File: src/rtl/traffic_pkg.sv
// Shared types, light encodings and helpers for the traffic phase controller.
package traffic_pkg;

    typedef enum logic [2:0] {
        StAllRed,
        StGreen,
        StYellow,
        StPedWalk,
        StPedClear,
        StEmergGreen
    } state_t;

    localparam logic [2:0] LightRed    = 3'b001;
    localparam logic [2:0] LightYellow = 3'b010;
    localparam logic [2:0] LightGreen  = 3'b100;

    localparam int unsigned MaxApproaches = 8;

    function automatic logic [2:0] lowest_set_index(input logic [MaxApproaches-1:0] vec);
        logic [2:0] idx;
        idx = '0;
        for (int i = MaxApproaches - 1; i >= 0; i--) begin
            if (vec[i]) idx = 3'(i);
        end
        return idx;
    endfunction

    function automatic int unsigned max_int(input int unsigned a, input int unsigned b);
        return (a > b) ? a : b;
    endfunction

endpackage

File: src/rtl/traffic_phase_controller_phase_timer.sv
// Per-phase down-counter; done marks the tick on which the current phase expires.
module phase_timer #(
    parameter int unsigned   TW        = 8,
    parameter logic [TW-1:0] RESET_VAL = '0
) (
    input  logic          clk,
    input  logic          reset,
    input  logic          tick,
    input  logic          load,
    input  logic [TW-1:0] load_val,
    output logic          done
);

    logic [TW-1:0] timer_q;

    assign done = tick && (timer_q == '0);

    // Holds at zero once expired so a held phase keeps reporting done on every tick.
    always_ff @(posedge clk or posedge reset) begin
        if (reset) begin
            timer_q <= RESET_VAL;
        end else if (load) begin
            timer_q <= load_val;
        end else if (tick && (timer_q != '0)) begin
            timer_q <= timer_q - 1'b1;
        end
    end

endmodule

File: src/rtl/traffic_phase_controller.sv
// N-approach intersection controller: round-robin greens, exclusive pedestrian walk phase,
// and emergency preemption, all timed in tick strobes on a single clock.
module traffic_phase_controller
    import traffic_pkg::*;
#(
    parameter int unsigned NUM_APPROACHES  = 4,
    parameter int unsigned GREEN_TICKS     = 30,
    parameter int unsigned YELLOW_TICKS    = 5,
    parameter int unsigned ALLRED_TICKS    = 2,
    parameter int unsigned WALK_TICKS      = 20,
    parameter int unsigned CLEAR_TICKS     = 5,
    parameter int unsigned EMERG_MIN_TICKS = 10
) (
    input  logic                              clk,
    input  logic                              reset,
    input  logic                              tick,
    input  logic [NUM_APPROACHES-1:0]         ped_req,
    input  logic [NUM_APPROACHES-1:0]         emerg_req,
    output logic [3*NUM_APPROACHES-1:0]       light,
    output logic [NUM_APPROACHES-1:0]         walk,
    output logic [NUM_APPROACHES-1:0]         buzzer,
    output logic [$clog2(NUM_APPROACHES)-1:0] active_idx,
    output logic                              emerg_active,
    output logic [NUM_APPROACHES-1:0]         ped_pending
);

    localparam int unsigned IdxW     = $clog2(NUM_APPROACHES);
    localparam int unsigned MaxTicks =
        max_int(max_int(max_int(GREEN_TICKS, YELLOW_TICKS), max_int(ALLRED_TICKS, WALK_TICKS)),
                max_int(CLEAR_TICKS, EMERG_MIN_TICKS));
    localparam int unsigned TW       = $clog2(MaxTicks) + 1;
    localparam logic [IdxW-1:0] LastIdx = IdxW'(NUM_APPROACHES - 1);

    state_t                      state_q, state_d;
    logic [IdxW-1:0]             active_q, active_d, eidx_q, eidx_d, req_idx;
    logic                        eactive_q, eactive_d, edone_q, edone_d;
    logic [NUM_APPROACHES-1:0]   pending_q, pending_d, served_q, served_d;
    logic [NUM_APPROACHES-1:0]   walk_q, walk_d, buzzer_q, buzzer_d;
    logic [3*NUM_APPROACHES-1:0] light_q, light_d;
    logic                        load, done, decide;
    logic [TW-1:0]               load_val;

    assign req_idx = IdxW'(lowest_set_index(MaxApproaches'(emerg_req)));
    assign decide  = tick && !eactive_q && (|emerg_req);

    phase_timer #(
        .TW        (TW),
        .RESET_VAL (TW'(ALLRED_TICKS - 1))
    ) u_timer (
        .clk      (clk),
        .reset    (reset),
        .tick     (tick),
        .load     (load),
        .load_val (load_val),
        .done     (done)
    );

    always_comb begin
        state_d   = state_q;
        active_d  = active_q;
        eidx_d    = eidx_q;
        eactive_d = eactive_q;
        edone_d   = edone_q;
        pending_d = pending_q | ped_req;
        served_d  = served_q;
        load      = 1'b0;
        load_val  = '0;

        if (decide) begin
            eactive_d = 1'b1;
            eidx_d    = req_idx;
        end

        if (tick) begin
            unique case (state_q)
                StAllRed: begin
                    if (done) begin
                        // A finished preemption ends here; a still-asserted request re-preempts.
                        if (edone_q) begin
                            eactive_d = |emerg_req;
                            edone_d   = 1'b0;
                            eidx_d    = req_idx;
                        end
                        load = 1'b1;
                        if (eactive_d) begin
                            state_d  = StEmergGreen;
                            active_d = eidx_d;
                            load_val = TW'(EMERG_MIN_TICKS - 1);
                        end else if (|pending_q) begin
                            state_d   = StPedWalk;
                            served_d  = pending_q;
                            pending_d = ped_req;
                            load_val  = TW'(WALK_TICKS - 1);
                        end else begin
                            state_d  = StGreen;
                            load_val = TW'(GREEN_TICKS - 1);
                        end
                    end
                end
                StGreen: begin
                    if (decide && (req_idx == active_q)) begin
                        state_d  = StEmergGreen;
                        load     = 1'b1;
                        load_val = TW'(EMERG_MIN_TICKS - 1);
                    end else if (decide || done) begin
                        state_d  = StYellow;
                        load     = 1'b1;
                        load_val = TW'(YELLOW_TICKS - 1);
                    end
                end
                StYellow: begin
                    if (done) begin
                        state_d  = StAllRed;
                        active_d = (active_q == LastIdx) ? '0 : active_q + 1'b1;
                        load     = 1'b1;
                        load_val = TW'(ALLRED_TICKS - 1);
                    end
                end
                StPedWalk: begin
                    if (decide || done) begin
                        state_d  = StPedClear;
                        load     = 1'b1;
                        load_val = TW'(CLEAR_TICKS - 1);
                    end
                end
                StPedClear: begin
                    if (done) begin
                        state_d  = StAllRed;
                        load     = 1'b1;
                        load_val = TW'(ALLRED_TICKS - 1);
                    end
                end
                StEmergGreen: begin
                    if (done && !emerg_req[eidx_q]) begin
                        state_d  = StYellow;
                        edone_d  = 1'b1;
                        load     = 1'b1;
                        load_val = TW'(YELLOW_TICKS - 1);
                    end
                end
                default: begin
                    state_d  = StAllRed;
                    load     = 1'b1;
                    load_val = TW'(ALLRED_TICKS - 1);
                end
            endcase
        end

        // Outputs are decoded from the next state so they register alongside it.
        for (int i = 0; i < NUM_APPROACHES; i++) light_d[3*i +: 3] = LightRed;
        if (state_d == StGreen || state_d == StEmergGreen) begin
            light_d[3*int'(active_d) +: 3] = LightGreen;
        end else if (state_d == StYellow) begin
            light_d[3*int'(active_d) +: 3] = LightYellow;
        end
        walk_d   = (state_d == StPedWalk || state_d == StPedClear) ? served_d : '0;
        buzzer_d = (state_d == StPedClear) ? served_d : '0;
    end

    always_ff @(posedge clk or posedge reset) begin
        if (reset) begin
            state_q   <= StAllRed;
            active_q  <= '0;
            eidx_q    <= '0;
            eactive_q <= 1'b0;
            edone_q   <= 1'b0;
            pending_q <= '0;
            served_q  <= '0;
            light_q   <= {NUM_APPROACHES{LightRed}};
            walk_q    <= '0;
            buzzer_q  <= '0;
        end else begin
            state_q   <= state_d;
            active_q  <= active_d;
            eidx_q    <= eidx_d;
            eactive_q <= eactive_d;
            edone_q   <= edone_d;
            pending_q <= pending_d;
            served_q  <= served_d;
            light_q   <= light_d;
            walk_q    <= walk_d;
            buzzer_q  <= buzzer_d;
        end
    end

    assign light        = light_q;
    assign walk         = walk_q;
    assign buzzer       = buzzer_q;
    assign active_idx   = active_q;
    assign emerg_active = eactive_q;
    assign ped_pending  = pending_q;

endmodule
File: config.mk
export PLATFORM = sky130hd
export DESIGN_NAME = traffic_phase_controller
export DESIGN_NICKNAME = d
export VERILOG_FILES = /design/src/rtl/traffic_pkg.sv /design/src/rtl/traffic_phase_controller_phase_timer.sv /design/src/rtl/traffic_phase_controller.sv
export SDC_FILE = /design/constraint.sdc
export NUM_CORES = 1
export LEC_CHECK = 0
export CAP_MARGIN = 25
export CORE_ASPECT_RATIO = 1.75
export CORE_MARGIN = 2
export CORE_UTILIZATION = 57
export DETAILED_ROUTE_END_ITERATION = 12
export PLACE_DENSITY = 0.9
export SYNTH_ARGS = -nofsm -noshare
export SYNTH_HDL_FRONTEND = slang
export SYNTH_SLANG_ARGS = --single-unit
File: constraint.sdc
create_clock -name clk -period 5.1 [get_ports clk]
set_input_delay 1.02 -clock clk [delete_from_list [all_inputs] [get_ports clk]]
set_output_delay 1.02 -clock clk [all_outputs]
set_load 0.01 [all_outputs]
Yosys cells after proc, flatten, opt, wreduce, memory -nomap -nowiden
Cells that the tools add are included.
- add/sub/neg operators: 3
- multipliers: 1
- order comparisons: 1
- eq/ne operators: 14
- shift operators: 3
- muxes and demuxes: 69
- bitwise logic cells: 6
- reduce and logical (&&, ||, !) cells: 21
- operator list (cell ; number):
    indexed part select 3 x 33 -> 12 bit, first input constant ; 2
    two-way mux 4 bit ; 14
    negator 4 -> 33 bit ; 1
    variable shift 3 x 33 -> 12 bit, first input constant ; 1
    two-way mux 2 bit ; 15
    two-way mux 3 bit ; 10
    one-hot mux 6 bit (5 select lines) ; 1
    two-way mux 12 bit ; 2
    two-way mux 6 bit ; 3
    two-way mux 1 bit ; 17
    AND 8 bit ; 2
    one-hot mux 3 bit (5 select lines) ; 1
    == test 3 x 2 -> 1 bit, second input constant ; 4
    == test 3 bit, second input constant ; 4
    bitwise OR 4 bit ; 3
    two-way mux 5 bit ; 2
    OR reduction 4 bit ; 2
    == test 3 x 1 -> 1 bit, second input constant ; 2
    logical AND 1 bit ; 6
    logical NOT 6 bit ; 1
    nonzero test 6 bit ; 1
    subtractor 6 x 1 -> 6 bit, second input constant ; 1
    multiplier 2 x 2 -> 4 bit, first input constant ; 1
    != test 2 bit, second input constant ; 2
    16 further kinds ; 20
- flip-flop bits (word level): 43
- bits of input ports: 11
- output and inout port bits: 27
- word-level logic and storage cells: 129

Longest topological paths before layout
Gate-level depths: netlist of the first run.
- depth in word-level cells: 19
- gate-level depth with buffers: 11
- gate-level depth less buffers: 8

Cells and area by module
Synthesis of the first run repeated with hierarchy kept, for this count alone.
- cell total of the unflattened synthesis: 262
- area, all modules: 2456.1 um^2
- by module, submodules not included (module ; times used ; cells each ; area each (um^2) ; seq. area each (um^2)):
    traffic_phase_controller ; 1 ; 213 ; 2040.7 ; 930.9
    phase_timer ; 1 ; 49 ; 415.4 ; 151.4

Least setup slack after synthesis of the first run
No wires, ideal clock.
- path type: input port to flip-flop
- from: input emerg_req[3]
- to: register walk_q[0] (netlist: walk[0])
- setup time: 0.139 ns
- data arrival time: 2.700 ns
- required time: 4.961 ns
- slack: 2.261 ns
- cell stages on the path: 7
- buffers on the path: 2
- path through: mux4_2 > nor4_1 > a31o_2 > o221a_2 > buf_4 > buf_4 > o22ai_1
- word-level cells in the longest chain between the ends: 14
- elaborated cells between the ends (all ways): 34
- those cells by class: eq/ne (3); mux (24); reduce/logical (7)
- ends and longest elaborated chain (item ; RTL line ; text):
    start, declared ; traffic_phase_controller.sv:18 ; input logic [NUM_APPROACHES-1:0] emerg_req,
    OR reduction 4 bit ; traffic_phase_controller.sv:44, traffic_phase_controller.sv:80 ;
    logical AND 1 bit ; traffic_phase_controller.sv:44 ; assign decide = tick && !eactive_q && (|emerg_req);
    two-way mux 1 bit ; traffic_phase_controller.sv:69 ; if (decide) begin
    two-way mux 1 bit ; traffic_phase_controller.sv:79 ; if (edone_q) begin
    two-way mux 1 bit ; traffic_phase_controller.sv:77 ; if (done) begin
    two-way mux 1 bit ; traffic_phase_controller.sv:75 ; unique case (state_q)
    two-way mux 1 bit ; traffic_phase_controller.sv:74 ; if (tick) begin
    two-way mux 3 bit ; traffic_phase_controller.sv:85 ; if (eactive_d) begin
    two-way mux 3 bit ; traffic_phase_controller.sv:77 ;
    one-hot mux 3 bit (5 select lines) (*) ; traffic_phase_controller.sv:75 ;
    two-way mux 3 bit (*) ; traffic_phase_controller.sv:74 ;
    net state_d[1] ; traffic_phase_controller.sv:34 ; state_t state_q, state_d;
    == test 3 x 2 -> 1 bit / == test 3 bit (equally long branches) ; traffic_phase_controller.sv:156 ; walk_d = (state_d == StPedWalk || state_d == StPedClear) ? served_d : '0;
    logical OR 1 bit (*) ; traffic_phase_controller.sv:156 ;
    two-way mux 4 bit (*) ; traffic_phase_controller.sv:156 ;
    net walk_d[0] ; traffic_phase_controller.sv:38 ; logic [NUM_APPROACHES-1:0] walk_q, walk_d, buzzer_q, buzzer_d;
    end signal, assigned ; traffic_phase_controller.sv:181 ; walk_q <= walk_d;
    end, declared ; traffic_phase_controller.sv:38 ;
The timed path passes the listed nets; every way through them passes the cells marked *. The select of a mux whose other input is x is not followed.
A chain may end at the register's enable or synchronous reset.

Worst setup path in the final report of the first run
- from: input tick
- to: register walk_q[0] (netlist: walk[0])
- word-level cells in the longest chain between the ends: 14
- elaborated cells between the ends (all ways): 28
- those cells by class: eq/ne (2); mux (19); reduce/logical (7)
- ends and longest elaborated chain (item ; RTL line ; text):
    start, declared ; traffic_phase_controller.sv:16 ; input logic tick,
    logical AND 1 bit (2 in a row) ; traffic_phase_controller.sv:44 ;
    two-way mux 1 bit ; traffic_phase_controller.sv:69 ;
    two-way mux 1 bit ; traffic_phase_controller.sv:79 ;
    two-way mux 1 bit ; traffic_phase_controller.sv:77 ;
    two-way mux 1 bit ; traffic_phase_controller.sv:75 ;
    two-way mux 1 bit ; traffic_phase_controller.sv:74 ;
    two-way mux 3 bit ; traffic_phase_controller.sv:85 ;
    two-way mux 3 bit ; traffic_phase_controller.sv:77 ;
    one-hot mux 3 bit (5 select lines) ; traffic_phase_controller.sv:75 ;
    two-way mux 3 bit ; traffic_phase_controller.sv:74 ;
    == test 3 x 2 -> 1 bit / == test 3 bit (equally long branches) ; traffic_phase_controller.sv:156 ;
    logical OR 1 bit ; traffic_phase_controller.sv:156 ;
    two-way mux 4 bit (*) ; traffic_phase_controller.sv:156 ;
    net walk_d[0] ; traffic_phase_controller.sv:38 ;
Marks and branches as above.

==> results of run 1 <==
==> worst max-delay path by stage <==
stage                             from       to  cells after the start
after CTS                         tick  walk[0]                      6
after floorplan           emerg_req[3]  walk[0]                      7
after detailed placement          tick  walk[0]                      6
final                             tick  walk[0]                      6
after global routing              tick  walk[3]                      6
after global placement            tick  walk[1]                      6
==> cells in the mapped netlist, types with 4 or more instances <==
| cell type | n |
|---|---|
| nand3_1 | 6 |
| a21o_1 | 6 |
| nor2b_1 | 7 |
| nor3b_1 | 5 |
| o21ai_0 | 11 |
| dfstp_2 | 5 |
| nor2_1 | 20 |
| clkbuf_1 | 5 |
| dfrtp_1 | 38 |
| a211o_1 | 4 |
| o22ai_1 | 5 |
| o211ai_1 | 4 |
| nor4_1 | 6 |
| a31o_2 | 4 |
| or3_1 | 4 |
| inv_1 | 11 |
| a22oi_1 | 5 |
| nand2_1 | 17 |
==> sequential cells by signal, summed over array words and instances (netlist names) <==
name,count
active_idx,2
buzzer,4
edone_q,1
eidx_q,2
emerg_active,1
light,12
ped_pending,4
served_q,4
state_q,3
u_timer.timer_q,6
walk,4
==> metrics by stage <==
stage          power [mW]  area, um^2  worst slack (ns)
4_1_cts            0.9950        2855             1.430
3_5_place_dp       0.6811        2719             1.119
6_report           0.9932        2855             1.342
3_3_place_gp       0.6768        2719             1.256
2_1_floorplan      0.6153        2352             2.261
5_1_grt             1.044        2855             1.153
==> metal layers <==
layer | global-route usage | vias to the layer above
li1 | - | 950
met1 | 0.3575 | 990
met2 | 0.4750 | 70
met3 | 0.04348 | 17
met4 | 0.1282 | 0
met5 | 0 | -
==> cell families (layout without fill, tap and decap cells) <==
group,count (synthesis),count (layout),share of synthesized area
and+or+nand+nor,92,92,0.2250
AOI/OAI and AO/OA,70,70,0.2250
DFF,43,43,0.4601
buffers and inverters,23,57,0.04787
adders and majority gates,3,3,0.01596
muxes,3,3,0.01862
xor gates and xnor gates,2,2,0.007448
==> layout make-up <==
cell class / instances / area [um^2] / area share
well taps: 48 / 60.06 / 0.02103
flip-flops and latches: 43 / 1082 / 0.3791
clock inverters: 3 / 67.56 / 0.02366
inverters: 11 / 41.29 / 0.01446
multi-input cells: 170 / 1157 / 0.4053
clock buffers: 5 / 68.82 / 0.02410
repair buffers: 38 / 377.9 / 0.1323
==> critical path, cell delays in order <==
cell and delay [ns]:
clkdlybuf4s50_1 0.88, nand4bb_1 0.42, nor4_1 0.74, a31o_2 0.27, o221a_2 0.42, o22ai_1 0.15
==> where the power goes <==
part	switching (mW)	leakage (nW)	total (mW)	internal (mW)
clock	0.117	0.0644	0.312	0.195
combinational	0.128	0.554	0.233	0.105
sequential	0.0626	0.527	0.448	0.385
total	0.307	1.14	0.993	0.686
==> metrics.yaml, run 1 <==
critical_path:
  reg2reg_from: "u_timer.timer_q[1]"
  start_kind: "input port"
  r2r-end: "light[0]"
  path_class: "in2reg"
  cp-end-kind: "register"
  worstPathArrival_ns: 3.91
  ff2ff_setup_slack_ns: 2.26
  reg2reg_depth: 8
  critical_path_required_ns: 5.26
  path_max_fanout: 20
placed_design:
  gp_congestion: 0.9337
  hpwl_um: 4263
  io_buffers: 37
  place_inst: 310
layout:
  layout_commonest_cell: "dfrtp_1"
  final_cell_mix: "38 x dfrtp_1, 37 x clkdlybuf4s50_1, 20 x nor2_1"
  final_core_util: 0.7314
  stdcell_count: 318
  drive_gt1_frac: 0.1111
  nNetsFinal: 283
  syn_to_final_growth_pct: 21.38
  num-fill-cells: 298
  antenna_cells: 0
clocking:
  cts_resized: 0
  cts_sinks: 43
  clockBufferDepth: 2
  numCtsBuffers: 5
  cts.clk_slew.worst_paths_ns: 0.08
  cts_setup_buffers: 0
  cts-root-buf: "clkbuf_8"
  htreeDepth: 2
  cts_hold_buf: 0
  cts_tree: "done"
  insertion_delay_ns: 0.30
route:
  drt-total-wl_um: 5849
  first_pass_iters: 4
  dr_wl_met2_um: 3199
  postRouteAntennaNets: 0
  drc: 0
  drt-vias-per-instance: 6.374
  maxUsedRoutingLayer: "met4"
  drt_iter0_drc: 84
  wl_met1_um: 2270
  met3_wirelength_um: 203
  vias: 2027
  wire_per_inst_um: 18.39
timing:
  finalHoldViolations: 0
  skew_ns: 0.01126
  fin_crit_sh: 0.7369
  worst_pin_slew_ns: 0.7563
  fmax_ghz: 0.2661
  finalSetupTns_ns: 0
  setup_violations: 0
  drv_slew: 0
  fin_crit_ns: 3.758
  worst_hold_slack_ns: 0.5335
  rsz0062_at_grt: "no"
  relSlewSlack: 0.4892
synth:
  synth_ff_type: "dfrtp_1"
  synth.largest_area_cell: "dfrtp_1"
  synth_nets: 250
  synthCells: 236
  postSynthAreaPerCell_um2: 9.967
  synth_area_leaders: "dfrtp_1 40%, dfstp_2 5.6%, nor2_1 3.2%"
  ys_warn_count: 0
  synth-seq-cells: 43
  synth_edf_count: 0
  synth.distinct_cells: 67
  yosysSeqAreaShare: 0.4601
  synth_top_area_frac: 0.4043
  synth-async-reset-ratio: 1.000
  syn_area_mm2: 0.002352
run:
  max_cap_viol_count: 0
global_routing:
  grt_usage: 0.2838
  grt_antenna_before_repair: 0
  grt_pass1_vias: 2015
  grt_pass1_wl_um: 9770
  overflow: 0
  grt_max_degree: 44
floorplanning:
  pin_count: 38
  rows: 30
  fp.coreArea_mm2: 0.003904
  die_h_um: 88.98
  dieArea_mm2: 0.004677
  start_util: 0.6026
  die_w_um: 52.56
hold_path:
  hold_class: "reg2reg"
  whs_endpoint: "served_q[0]"
  holdCritStartpoint: "served_q[0]"
  holdPathStages: 2
power:
  power_density_mw_per_mm2: 347.9
  ir_drop_mv: 0.2975
  p_leak_nw: 1.145
status:
  status: "complete, no violations"
Note: power is estimated with default switching activity, not from simulation.
==> run 2: changes to the inputs <==
--- a/config.mk
+++ b/config.mk
@@ -8,9 +8,9 @@
 export CAP_MARGIN = 25
 export CORE_ASPECT_RATIO = 1.75
 export CORE_MARGIN = 2
-export CORE_UTILIZATION = 57
+export CORE_UTILIZATION = 53
 export DETAILED_ROUTE_END_ITERATION = 12
-export PLACE_DENSITY = 0.9
+export PLACE_DENSITY = 0.85
 export SYNTH_ARGS = -nofsm -noshare
 export SYNTH_HDL_FRONTEND = slang
 export SYNTH_SLANG_ARGS = --single-unit
==> constraint.sdc (replaced) <==
create_clock -name clk -period 3.6 [get_ports clk]
set_input_delay 0.72 -clock clk [delete_from_list [all_inputs] [get_ports clk]]
set_output_delay 0.72 -clock clk [all_outputs]
set_load 0.01 [all_outputs]
==> run 2 against run 1 <==
Effect of this change: critical path depth is 1 higher; final area grew 0.96%; non-clock buffer count grew 10; sequential cell count unchanged; global-route usage down 1.6 points; clock-buffer cell count up 1; first-iteration DRC count fell by 39%; critical endpoint is now light[11]; largest cell class unchanged; highest routed layer unchanged.
==> metrics.yaml, run 2 (same netlist as run 1, synthesis figures left out) <==
timing:
  finalHoldViolations: 0  # unchanged
  rsz0062_at_grt: "no"
  setup_violations: 0  # unchanged
  finalSetupTns_ns: 0  # unchanged
  worst_hold_slack_ns: 0.5088  # -0.02472 ns
  fmax_ghz: 0.3245
  fin_ws_ns: 0.5187  # -0.8228 ns
  fin_crit_sh: 0.8559
  worst_pin_slew_ns: 0.7514  # -0.004911 ns
  fin_crit_ns: 3.081
  skew_ns: 0.004248  # -0.007014 ns
  relSlewSlack: 0.4985  # +0.009319
  drv_slew: 0  # unchanged
route:
  drt_iter0_drc: 51  # -39%
  met3_wirelength_um: 196  # -3.4%
  drt-total-wl_um: 5908  # +1.0%
  vias: 2056  # +1.4%
  drt-vias-per-instance: 6.211  # -2.6%
  dr_wl_met2_um: 3333  # +4.2%
  drc: 0  # unchanged
  wire_per_inst_um: 17.85  # -3.0%
  postRouteAntennaNets: 0  # unchanged
  first_pass_iters: 4  # unchanged
  wl_met1_um: 2215  # -2.4%
  maxUsedRoutingLayer: "met4"
power:
  ir_drop_mv: 0.3985  # +34%
  p_leak_nw: 1.171  # +2.3%
  power_density_mw_per_mm2: 440.4  # +27%
layout:
  nNetsFinal: 293  # +3.5%
  stdcell_count: 331  # +4.1%
  multi_input_area_mm2: 0.001157  # unchanged
  antenna_cells: 0  # unchanged
  drive_gt1_frac: 0.1393  # +0.02817
  layout_commonest_cell: "dfrtp_1"
  num-fill-cells: 364  # +22%
  seqCellArea_mm2: 0.001082  # unchanged
  syn_to_final_growth_pct: 22.55
  largest_register_ffs: 12  # unchanged
  final_cell_mix: "38 x dfrtp_1, 37 x clkdlybuf4s50_1, 20 x nor2_1"
global_routing:
  grt_antenna_before_repair: 0  # unchanged
  overflow: 0  # unchanged
  grt_pass1_vias: 2071  # +2.8%
  grt_pass1_wl_um: 9735  # -0.36%
  grt_usage: 0.2676  # -0.01621
  grt_max_degree: 26  # -41%
hold_path:
  holdCritStartpoint: "served_q[1]"
  holdPathStages: 2  # unchanged
  hold_class: "reg2reg"
  whs_endpoint: "served_q[1]"
status:
  status: "complete, no violations"
clocking:
  cts_setup_buffers: 0  # unchanged
  cts_tree: "done"
  cts.clk_slew.worst_paths_ns: 0.08  # about the same
  cts_sinks: 43  # unchanged
  htreeDepth: 2  # unchanged
  insertion_delay_ns: 0.30  # about the same
  clockBufferDepth: 2  # unchanged
  numCtsBuffers: 5  # unchanged
  cts_hold_buf: 0  # unchanged
  cts-root-buf: "clkbuf_8"
  cts_resized: 0  # unchanged
critical_path:
  path_max_fanout: 8  # -60%
  path_class: "in2reg"
  reg2reg_depth: 8  # unchanged
  r2r-end: "walk[0]"
  reg2reg_from: "u_timer.timer_q[1]"
  start_kind: "input port"
  worstPathArrival_ns: 3.27  # -0.64 ns
  ff2ff_setup_slack_ns: 0.87  # -1.39 ns
  critical_path_required_ns: 3.79  # -1.47 ns
  cp-end-kind: "register"
placed_design:
  place_inst: 323  # +4.2%
  io_buffers: 37  # unchanged
  dp_slack_ns: 0.2837  # -0.8356 ns
  hpwl_um: 4423  # +3.8%
  gp_congestion: 0.9821  # +5.2%
floorplanning:
  die_h_um: 92.13  # +3.5%
  rows: 32  # +6.7%
  start_util: 0.5440  # -0.05858
  pin_count: 38  # unchanged
  die_w_um: 54.36  # +3.4%
  fp.coreArea_mm2: 0.004324  # +11%
  dieArea_mm2: 0.005008  # +7.1%
run:
  max_cap_viol_count: 0  # unchanged
run 2: cell types whose count changed in the layout (fill, tap and decap cells not counted):
cell | previous run | this run
clkinv_2 | 0 | 1
buf_4 | 1 | 11
clkbuf_1 | 0 | 1
bufinv_16 | 2 | 0
run 2: area by class of cell:
type,count,share of cell area
clock inverters,2,0.004340
repair buffers,48,0.1571
inverters,11,0.01432
well taps,51,0.02214
clock buffers,6,0.02517
multi-input cells,170,0.4015
flip-flops and latches,43,0.3754
run 2: worst max path at each step:
stage,end,startpoint,slack (ns),cells past startpoint
CTS,light[11],emerg_req[0],0.58,7
global placement,walk[1],emerg_req[0],0.40,7
finish,light[11],emerg_req[0],0.52,7
global route,walk[0],emerg_req[0],0.38,7
detailed placement,walk[0],emerg_req[0],0.28,7
floorplan,walk[0],emerg_req[3],1.06,7
run 2: critical path, stage by stage:
cell             delay (ns)
clkdlybuf4s50_1        0.53
or4_1                  0.70
o311ai_1               0.53
mux2_2                 0.29
o22a_1                 0.14
o21ai_1                0.09
nor3b_1                0.27
run 2: power breakdown:
group,leakage [nW],switching [mW],internal [mW]
logic,0.604,0.180,0.156
registers,0.527,0.0872,0.546
clock network,0.0412,0.165,0.136
total,1.17,0.432,0.837
run 2: metrics by stage:
step,util,power [mW],cell area (um^2)
after floorplan,-,0.8716,2352
after global placement,0.6470,0.9585,2798
after detailed placement,0.6470,0.9703,2798
after CTS,0.6667,1.277,2883
after global routing,0.6667,1.334,2883
final,0.6667,1.269,2883
run 2: metal layers:
layer / vias to the layer above / global-route usage
li1: 968 / -
met1: 1014 / 0.3112
met2: 59 / 0.4608
met3: 15 / 0.04072
met4: 0 / 0.1167
met5: - / 0
